**config.mk**
```make
export PLATFORM = sky130hd
export DESIGN_NAME = mipi_phy_deser
export DESIGN_NICKNAME = d
export VERILOG_FILES = /design/src/rtl/mipi_phy_pkg.sv /design/src/rtl/mipi_lp_filt.sv /design/src/rtl/mipi_phy_deser.sv
export SDC_FILE = /design/constraint.sdc
export NUM_CORES = 1
export LEC_CHECK = 0
export BUFFER_PORTS_ARGS = -buffer_cell sky130_fd_sc_hd__buf_2
export CORE_ASPECT_RATIO = 0.7
export CORE_UTILIZATION = 25
export CTS_CLUSTER_SIZE = 20
export DETAILED_ROUTE_END_ITERATION = 12
export GPL_ROUTABILITY_DRIVEN = 0
export SLEW_MARGIN = 20
export SYNTH_ARGS = -nofsm -noshare
export SYNTH_HDL_FRONTEND = slang
export SYNTH_SLANG_ARGS = --single-unit
```
**constraint.sdc**
```tcl
create_clock -name clk_ser -period 2.2 [get_ports clk_ser]
set_clock_uncertainty 0.15 [all_clocks]
set_input_delay 0 -clock clk_ser [delete_from_list [all_inputs] [get_ports clk_ser]]
set_output_delay 0 -clock clk_ser [all_outputs]
set_load 0.02 [all_outputs]
```
**src/rtl/mipi_phy_pkg.sv**
```systemverilog
// Shared definitions for the MIPI D-PHY link: FSM states, sync byte, LP line codes.
package mipi_phy_pkg;

    typedef enum logic [2:0] {
        ST_STOP,
        ST_HS_RQST,
        ST_HS_PRPR,
        ST_HST,
        ST_ERR
    } state_t;

    localparam logic [7:0] SYNC_BYTE = 8'hB8;

    localparam logic [1:0] LP_11 = 2'b11;
    localparam logic [1:0] LP_01 = 2'b01;
    localparam logic [1:0] LP_00 = 2'b00;
    localparam logic [1:0] LP_10 = 2'b10;

    // True when v differs from the sync byte in exactly one bit position.
    function automatic logic near_sync(input logic [7:0] v);
        return $countones(v ^ SYNC_BYTE) == 1;
    endfunction

endpackage

```
**src/rtl/mipi_lp_filt.sv**
```systemverilog
// LP line conditioning: 2-FF synchronizer followed by a run-length glitch filter.
// The output code changes only after LP_FILT consecutive identical synchronized samples.
module mipi_lp_filt #(
    parameter int LP_FILT = 4
) (
    input  logic       clk_ser,
    input  logic       resetb,
    input  logic [1:0] lp_async,
    output logic [1:0] lp
);
    import mipi_phy_pkg::*;

    logic [1:0] meta_q;
    logic [1:0] sync_q;
    logic [1:0] prev_q;
    logic [1:0] lp_q;
    logic [3:0] run_q;
    logic [4:0] run_n;
    logic       stable;

    // run_n is the length of the current run of equal samples, including this one
    always_comb begin
        run_n  = (sync_q == prev_q) ? ({1'b0, run_q} + 5'd1) : 5'd1;
        stable = (run_n >= 5'(LP_FILT));
    end

    always_ff @(posedge clk_ser or negedge resetb) begin
        if (!resetb) begin
            meta_q <= LP_11;
            sync_q <= LP_11;
            prev_q <= LP_11;
            lp_q   <= LP_11;
            run_q  <= 4'(LP_FILT);
        end else begin
            meta_q <= lp_async;
            sync_q <= meta_q;
            prev_q <= sync_q;
            run_q  <= stable ? 4'(LP_FILT) : run_n[3:0];
            if (stable) begin
                lp_q <= sync_q;
            end
        end
    end

    assign lp = lp_q;

endmodule

```
**src/rtl/mipi_phy_deser.sv**
```systemverilog
// Single-lane MIPI D-PHY HS receive deserializer with LP-based SoT/EoT detection.
// Define MIPI_PHY_DESER_SYNC_TOL_EN to also accept a sync byte with a single bit error.
module mipi_phy_deser
    import mipi_phy_pkg::*;
#(
    parameter int NUM_DATA_LANES = 1,
    parameter int LP_FILT        = 4,
    parameter int SYNC_TIMEOUT   = 64,
    parameter int TRAIL_DROP     = 2
) (
    input  logic       clk_ser,
    input  logic       resetb,
    input  logic       enable,
    input  logic       mdp,
    input  logic       mdp_lp,
    input  logic       mdn_lp,
    output logic [7:0] data,
    output logic       we,
    output logic       active,
    output logic       eot,
    output logic       sot_err,
    output logic       sync_soft_err,
    output state_t     fsm_state
);

    localparam int BUF_D = (TRAIL_DROP == 0) ? 1 : TRAIL_DROP;

    if (NUM_DATA_LANES != 1) begin : g_lane_check
        $error("mipi_phy_deser supports exactly one data lane");
    end

    logic [1:0] lp;

    mipi_lp_filt #(.LP_FILT(LP_FILT)) u_lp_filt (
        .clk_ser  (clk_ser),
        .resetb   (resetb),
        .lp_async ({mdp_lp, mdn_lp}),
        .lp       (lp)
    );

    state_t     state_q, state_n;
    logic [7:0] sync_q, sync_n;
    logic [9:0] tmo_q, tmo_n;
    logic [2:0] bit_q, bit_n;
    logic [7:0] byte_q, byte_n;
    logic [2:0] cnt_q, cnt_n;
    logic [7:0] buf_q [BUF_D];
    logic [7:0] buf_n [BUF_D];
    logic [7:0] data_q, data_n;
    logic       we_q, we_n;
    logic       active_q, active_n;
    logic       eot_q, eot_n;
    logic       sot_q, sot_n;
    logic       soft_q, soft_n;

    logic [7:0] sync_shift;
    logic [7:0] byte_shift;
    logic       sync_ok;
    logic       soft_hit;

    // First received bit ends up in bit 0 of both shift registers
    assign sync_shift = {mdp, sync_q[7:1]};
    assign byte_shift = {mdp, byte_q[7:1]};

`ifdef MIPI_PHY_DESER_SYNC_TOL_EN
    assign sync_ok  = (sync_shift == SYNC_BYTE) || near_sync(sync_shift);
    assign soft_hit = (sync_shift != SYNC_BYTE) && near_sync(sync_shift);
`else
    assign sync_ok  = (sync_shift == SYNC_BYTE);
    assign soft_hit = 1'b0;
`endif

    always_comb begin
        state_n  = state_q;
        sync_n   = sync_q;
        tmo_n    = tmo_q;
        bit_n    = bit_q;
        byte_n   = byte_q;
        cnt_n    = cnt_q;
        buf_n    = buf_q;
        data_n   = data_q;
        we_n     = 1'b0;
        active_n = active_q;
        eot_n    = 1'b0;
        sot_n    = 1'b0;
        soft_n   = 1'b0;

        if (!enable) begin
            state_n  = ST_STOP;
            cnt_n    = '0;
            active_n = 1'b0;
        end else begin
            case (state_q)
                ST_STOP: begin
                    if (lp == LP_01) state_n = ST_HS_RQST;
                end
                ST_HS_RQST: begin
                    if (lp == LP_00) begin
                        state_n = ST_HS_PRPR;
                        sync_n  = '0;
                        tmo_n   = '0;
                    end else if (lp == LP_11 || lp == LP_10) begin
                        state_n = ST_STOP;
                    end
                end
                ST_HS_PRPR: begin
                    if (lp == LP_11) begin
                        state_n = ST_STOP;
                    end else begin
                        sync_n = sync_shift;
                        if (sync_ok) begin
                            state_n  = ST_HST;
                            active_n = 1'b1;
                            bit_n    = '0;
                            cnt_n    = '0;
                            soft_n   = soft_hit;
                        end else if (tmo_q >= 10'(SYNC_TIMEOUT - 1)) begin
                            state_n = ST_ERR;
                            sot_n   = 1'b1;
                        end else begin
                            tmo_n = tmo_q + 10'd1;
                        end
                    end
                end
                ST_HST: begin
                    // EoT takes priority over a byte completing in the same cycle
                    if (lp == LP_11) begin
                        state_n  = ST_STOP;
                        eot_n    = 1'b1;
                        active_n = 1'b0;
                        cnt_n    = '0;
                    end else begin
                        byte_n = byte_shift;
                        bit_n  = bit_q + 3'd1;
                        if (bit_q == 3'd7) begin
                            if (TRAIL_DROP == 0) begin
                                data_n = byte_shift;
                                we_n   = 1'b1;
                            end else if (cnt_q == 3'(TRAIL_DROP)) begin
                                data_n = buf_q[0];
                                we_n   = 1'b1;
                                for (int i = 0; i < BUF_D - 1; i++) begin
                                    buf_n[i] = buf_q[i + 1];
                                end
                                buf_n[BUF_D - 1] = byte_shift;
                            end else begin
                                for (int i = 0; i < BUF_D; i++) begin
                                    if (i == int'(cnt_q)) buf_n[i] = byte_shift;
                                end
                                cnt_n = cnt_q + 3'd1;
                            end
                        end
                    end
                end
                ST_ERR: begin
                    if (lp == LP_11) state_n = ST_STOP;
                end
                default: state_n = ST_STOP;
            endcase
        end
    end

    always_ff @(posedge clk_ser or negedge resetb) begin
        if (!resetb) begin
            state_q  <= ST_STOP;
            sync_q   <= '0;
            tmo_q    <= '0;
            bit_q    <= '0;
            byte_q   <= '0;
            cnt_q    <= '0;
            for (int i = 0; i < BUF_D; i++) buf_q[i] <= '0;
            data_q   <= '0;
            we_q     <= 1'b0;
            active_q <= 1'b0;
            eot_q    <= 1'b0;
            sot_q    <= 1'b0;
            soft_q   <= 1'b0;
        end else begin
            state_q  <= state_n;
            sync_q   <= sync_n;
            tmo_q    <= tmo_n;
            bit_q    <= bit_n;
            byte_q   <= byte_n;
            cnt_q    <= cnt_n;
            buf_q    <= buf_n;
            data_q   <= data_n;
            we_q     <= we_n;
            active_q <= active_n;
            eot_q    <= eot_n;
            sot_q    <= sot_n;
            soft_q   <= soft_n;
        end
    end

    assign data          = data_q;
    assign we            = we_q;
    assign active        = active_q;
    assign eot           = eot_q;
    assign sot_err       = sot_q;
    assign sync_soft_err = soft_q;
    assign fsm_state     = state_q;

endmodule

```
==> results.toml <==
[sta]
rsz0062_at_grt = "false"
period_minus_slack_ps = 2090
finalSetupViolCount = 0
clock.fmax_ghz = 0.479
hold_violations = 0
fin_setup_tns_ps = 0
worst_pin_slew_ps = 568
finalCritPeriodShare = 0.950
hold-worst-slack_ps = 47.3
max_slew_margin = 0.621
drv_slew = 0

[global_route]
grt.overflow.total = 0
antenna_found_initial = 0
grt_use_total = 0.102
grt_max_degree = 37
grt_pass1_wl_um = 11000
grt_pass1_vias = 2193

[setup_path]
crit_chain = "dlygate4sd3_1 -> buf_2 -> a21boi_4 -> and3_1 -> nand2_4 -> or2_1 -> mux2_4"
critical-path-slowest-cell = "dlygate4sd3_1"
worstPathArrival_ps = 2150
critPathKind = "primary input to flip-flop"
max_stage_delay_ps = 530
cp.required_ps = 2260
crit_fanout = 10
critical_path.endpoint_type = "flip-flop"
setup.worst_path.start_class = "primary input"

[logic_synthesis]
ys_seq_area_frac = 0.555
synthFlopType = "dfrtp_1"
yosysTopAreaCellShare = 0.484
netlist.top_cell.by_area = "dfrtp_1"
synth_cells = 287
synth-seq-cells = 73
postSynthAreaPerCell_um2 = 11.5
synth_area_leaders = "dfrtp_1 48%, mux2_2 9.2%, dfstp_2 7.1%, nand2_1 6.3%, mux2_4 3.6%"
synthesis.area_um2 = 3310
async_flop_share = 1.00
ys_warn_count = 0
synth_edf_count = 0
synth_cell_type_count = 45

[job]
cap_violations = 0

[cts]
htree_num_levels = 3
post_cts_buffers = 0
clock_sinks = 73
cts_tree = "built"
cts.path.max_buffers = 2
cts_root_buf = "clkbuf_16"
cts.clk_slew.worst_paths_ps = 60
numCtsBuffers = 9
clock_latency_ps = 330

[outcome]
run_status = "completed"

[route]
wl_per_cell_um = 13.0
finalWirelength_um = 6410
vias = 2226
drt_first_pass_iters = 4
postRouteAntennaNets = 0
drt_iter0_drc = 167
drcViolationCount = 0
routed_via_density = 4.50

[place]
hpwlAfterDp_um = 4500
place_inst = 474
portBuffers = 20

[finish]
drive_above_1_share = 0.303
areaGrowthSynthToFinish_pct = 22.1
diodes = 0
nets = 342
fin_cells = 495

[power_and_ir_drop]
p_per_area_nw_per_um2 = 870
leakage_nw = 1.99
vdd_drop_max_mv = 0.355

[hold_path]
hold_path.class = "primary input to async pin"

[die]
placementRows = 34
core-area_um2 = 12700
io_pins = 22
dieWidth_um = 140
die_y_um = 98.3
start_util = 0.261
dieArea_um2 = 13700
-- synthesized netlist by cell type (7+ instances only) --
| cell | instances |
|---|---|
| dfrtp_1 | 64 |
| nand3_1 | 12 |
| o21ai_0 | 15 |
| dfstp_2 | 9 |
| mux2_4 | 8 |
| nor2_1 | 7 |
| mux2_2 | 27 |
| nand2_1 | 56 |
| ha_1 | 8 |
-- sequential cells by signal, indices dropped and copies added, names as in the netlist --
name,cells
fsm_state,3
data,8
eot,1
tmo_q,10
we,1
u_lp_filt.run_q,4
sot_err,1
u_lp_filt.lp,2
cnt_q,3
active,1
u_lp_filt.sync_q,2
sync_q,7
byte_q,7
bit_q,3
u_lp_filt.prev_q,2
buf_q,16
u_lp_filt.meta_q,2
-- path summary, 6_finish.rpt --
check	cells after the start	from	to	slack, ps
setup reg to reg	5	u_lp_filt.lp[0]	data[7]	120
min in group clk_ser	2	mdp_lp	u_lp_filt.meta_q[1]	170
setup / recovery	7	enable	data[7]	110
hold / removal	2	resetb	tmo_q[6]	50
hold reg to reg	0	u_lp_filt.meta_q[0]	u_lp_filt.sync_q[0]	200
max in group asynchronous	4	resetb	buf_q[13]	1070
-- cell families (layout without fill, tap and decap cells) --
family / after synthesis / count (layout) / synth area share
flip-flops: 73 / 73 / 0.555
multiplexers: 35 / 35 / 0.128
AO/OA/AOI/OAI: 42 / 42 / 0.0892
AND/OR/NAND/NOR: 111 / 111 / 0.167
other: 1 / 2 / 0.00113
adder cells (fa/ha/maj): 8 / 8 / 0.0302
buffers and inverters: 15 / 60 / 0.0242
XOR/XNOR: 2 / 2 / 0.00529
-- power breakdown --
part	leakage (nW)	switching, W	total (W)	internal [W]
clock network	0.159	0.000556	0.00153	0.000971
logic	0.856	0.000281	0.000470	0.000190
registers	0.978	0.0000820	0.00152	0.00144
-- cell usage in the layout (no fill, tap or decap), types with 3 or more instances in the layout --
master / instances
dfrtp_1: 64
nor3_1: 6
a22o_1: 5
nand2_1: 56
nor2b_1: 5
dfstp_2: 9
inv_1: 6
o211ai_1: 3
buf_4: 12
ha_1: 8
and2_1: 6
nand4_1: 3
o21ai_0: 15
nor2_1: 7
clkbuf_16: 9
nand3_1: 12
mux2_4: 8
mux2_2: 27
a31oi_1: 3
buf_2: 20
clkbuf_8: 3
and3_1: 3
dlygate4sd3_1: 5
a21oi_1: 6
-- worst max-delay path: cells and delay by family --
family                 cells  cell delay, ps
muxes                      1             370
AOI/OAI and AO/OA          1             270
and+or+nand+nor            3             760
buffers and inverters      2             740
-- per-stage QoR --
step	utilization	total power (W)	instance area, µm²	setup WS (ps)
floorplan	-	0.00182	3310	163
detailed placement	0.289	0.00200	3670	119
global placement	0.289	0.00198	3670	153
CTS	0.318	0.00354	4040	78.9
finish	0.319	0.00352	4040	111
global route	0.319	0.00368	4040	20.5
-- layout make-up --
| type | count | area, µm² |
|---|---|---|
| Fill cell | 1287 | 8640 |
| Timing Repair Buffer | 38 | 260 |
| Multi-Input combinational cell | 200 | 1400 |
| Sequential cell | 73 | 1840 |
| Clock buffer | 12 | 267 |
| Inverter | 6 | 22.5 |
| Tap cell | 162 | 203 |
| Clock inverter | 4 | 48.8 |
-- what timing repair did --
action / 4_1_cts / 5_1_grt
setup endpoints to repair: 0 / 12
hold buffers: 5 / 0
resized for setup: 0 / 1
endpoints found under the hold margin: 70 / 0
-- layer usage --
layer / track usage / share of wire / wire length (µm)
met1: 0.147 / 0.52 / 3320
met2: 0.141 / 0.42 / 2680
met3: 0.0314 / 0.052 / 332
met4: 0.0380 / 0.012 / 80
met5: 0 / 0 / 0
Power figures use the tool's default switching activity.
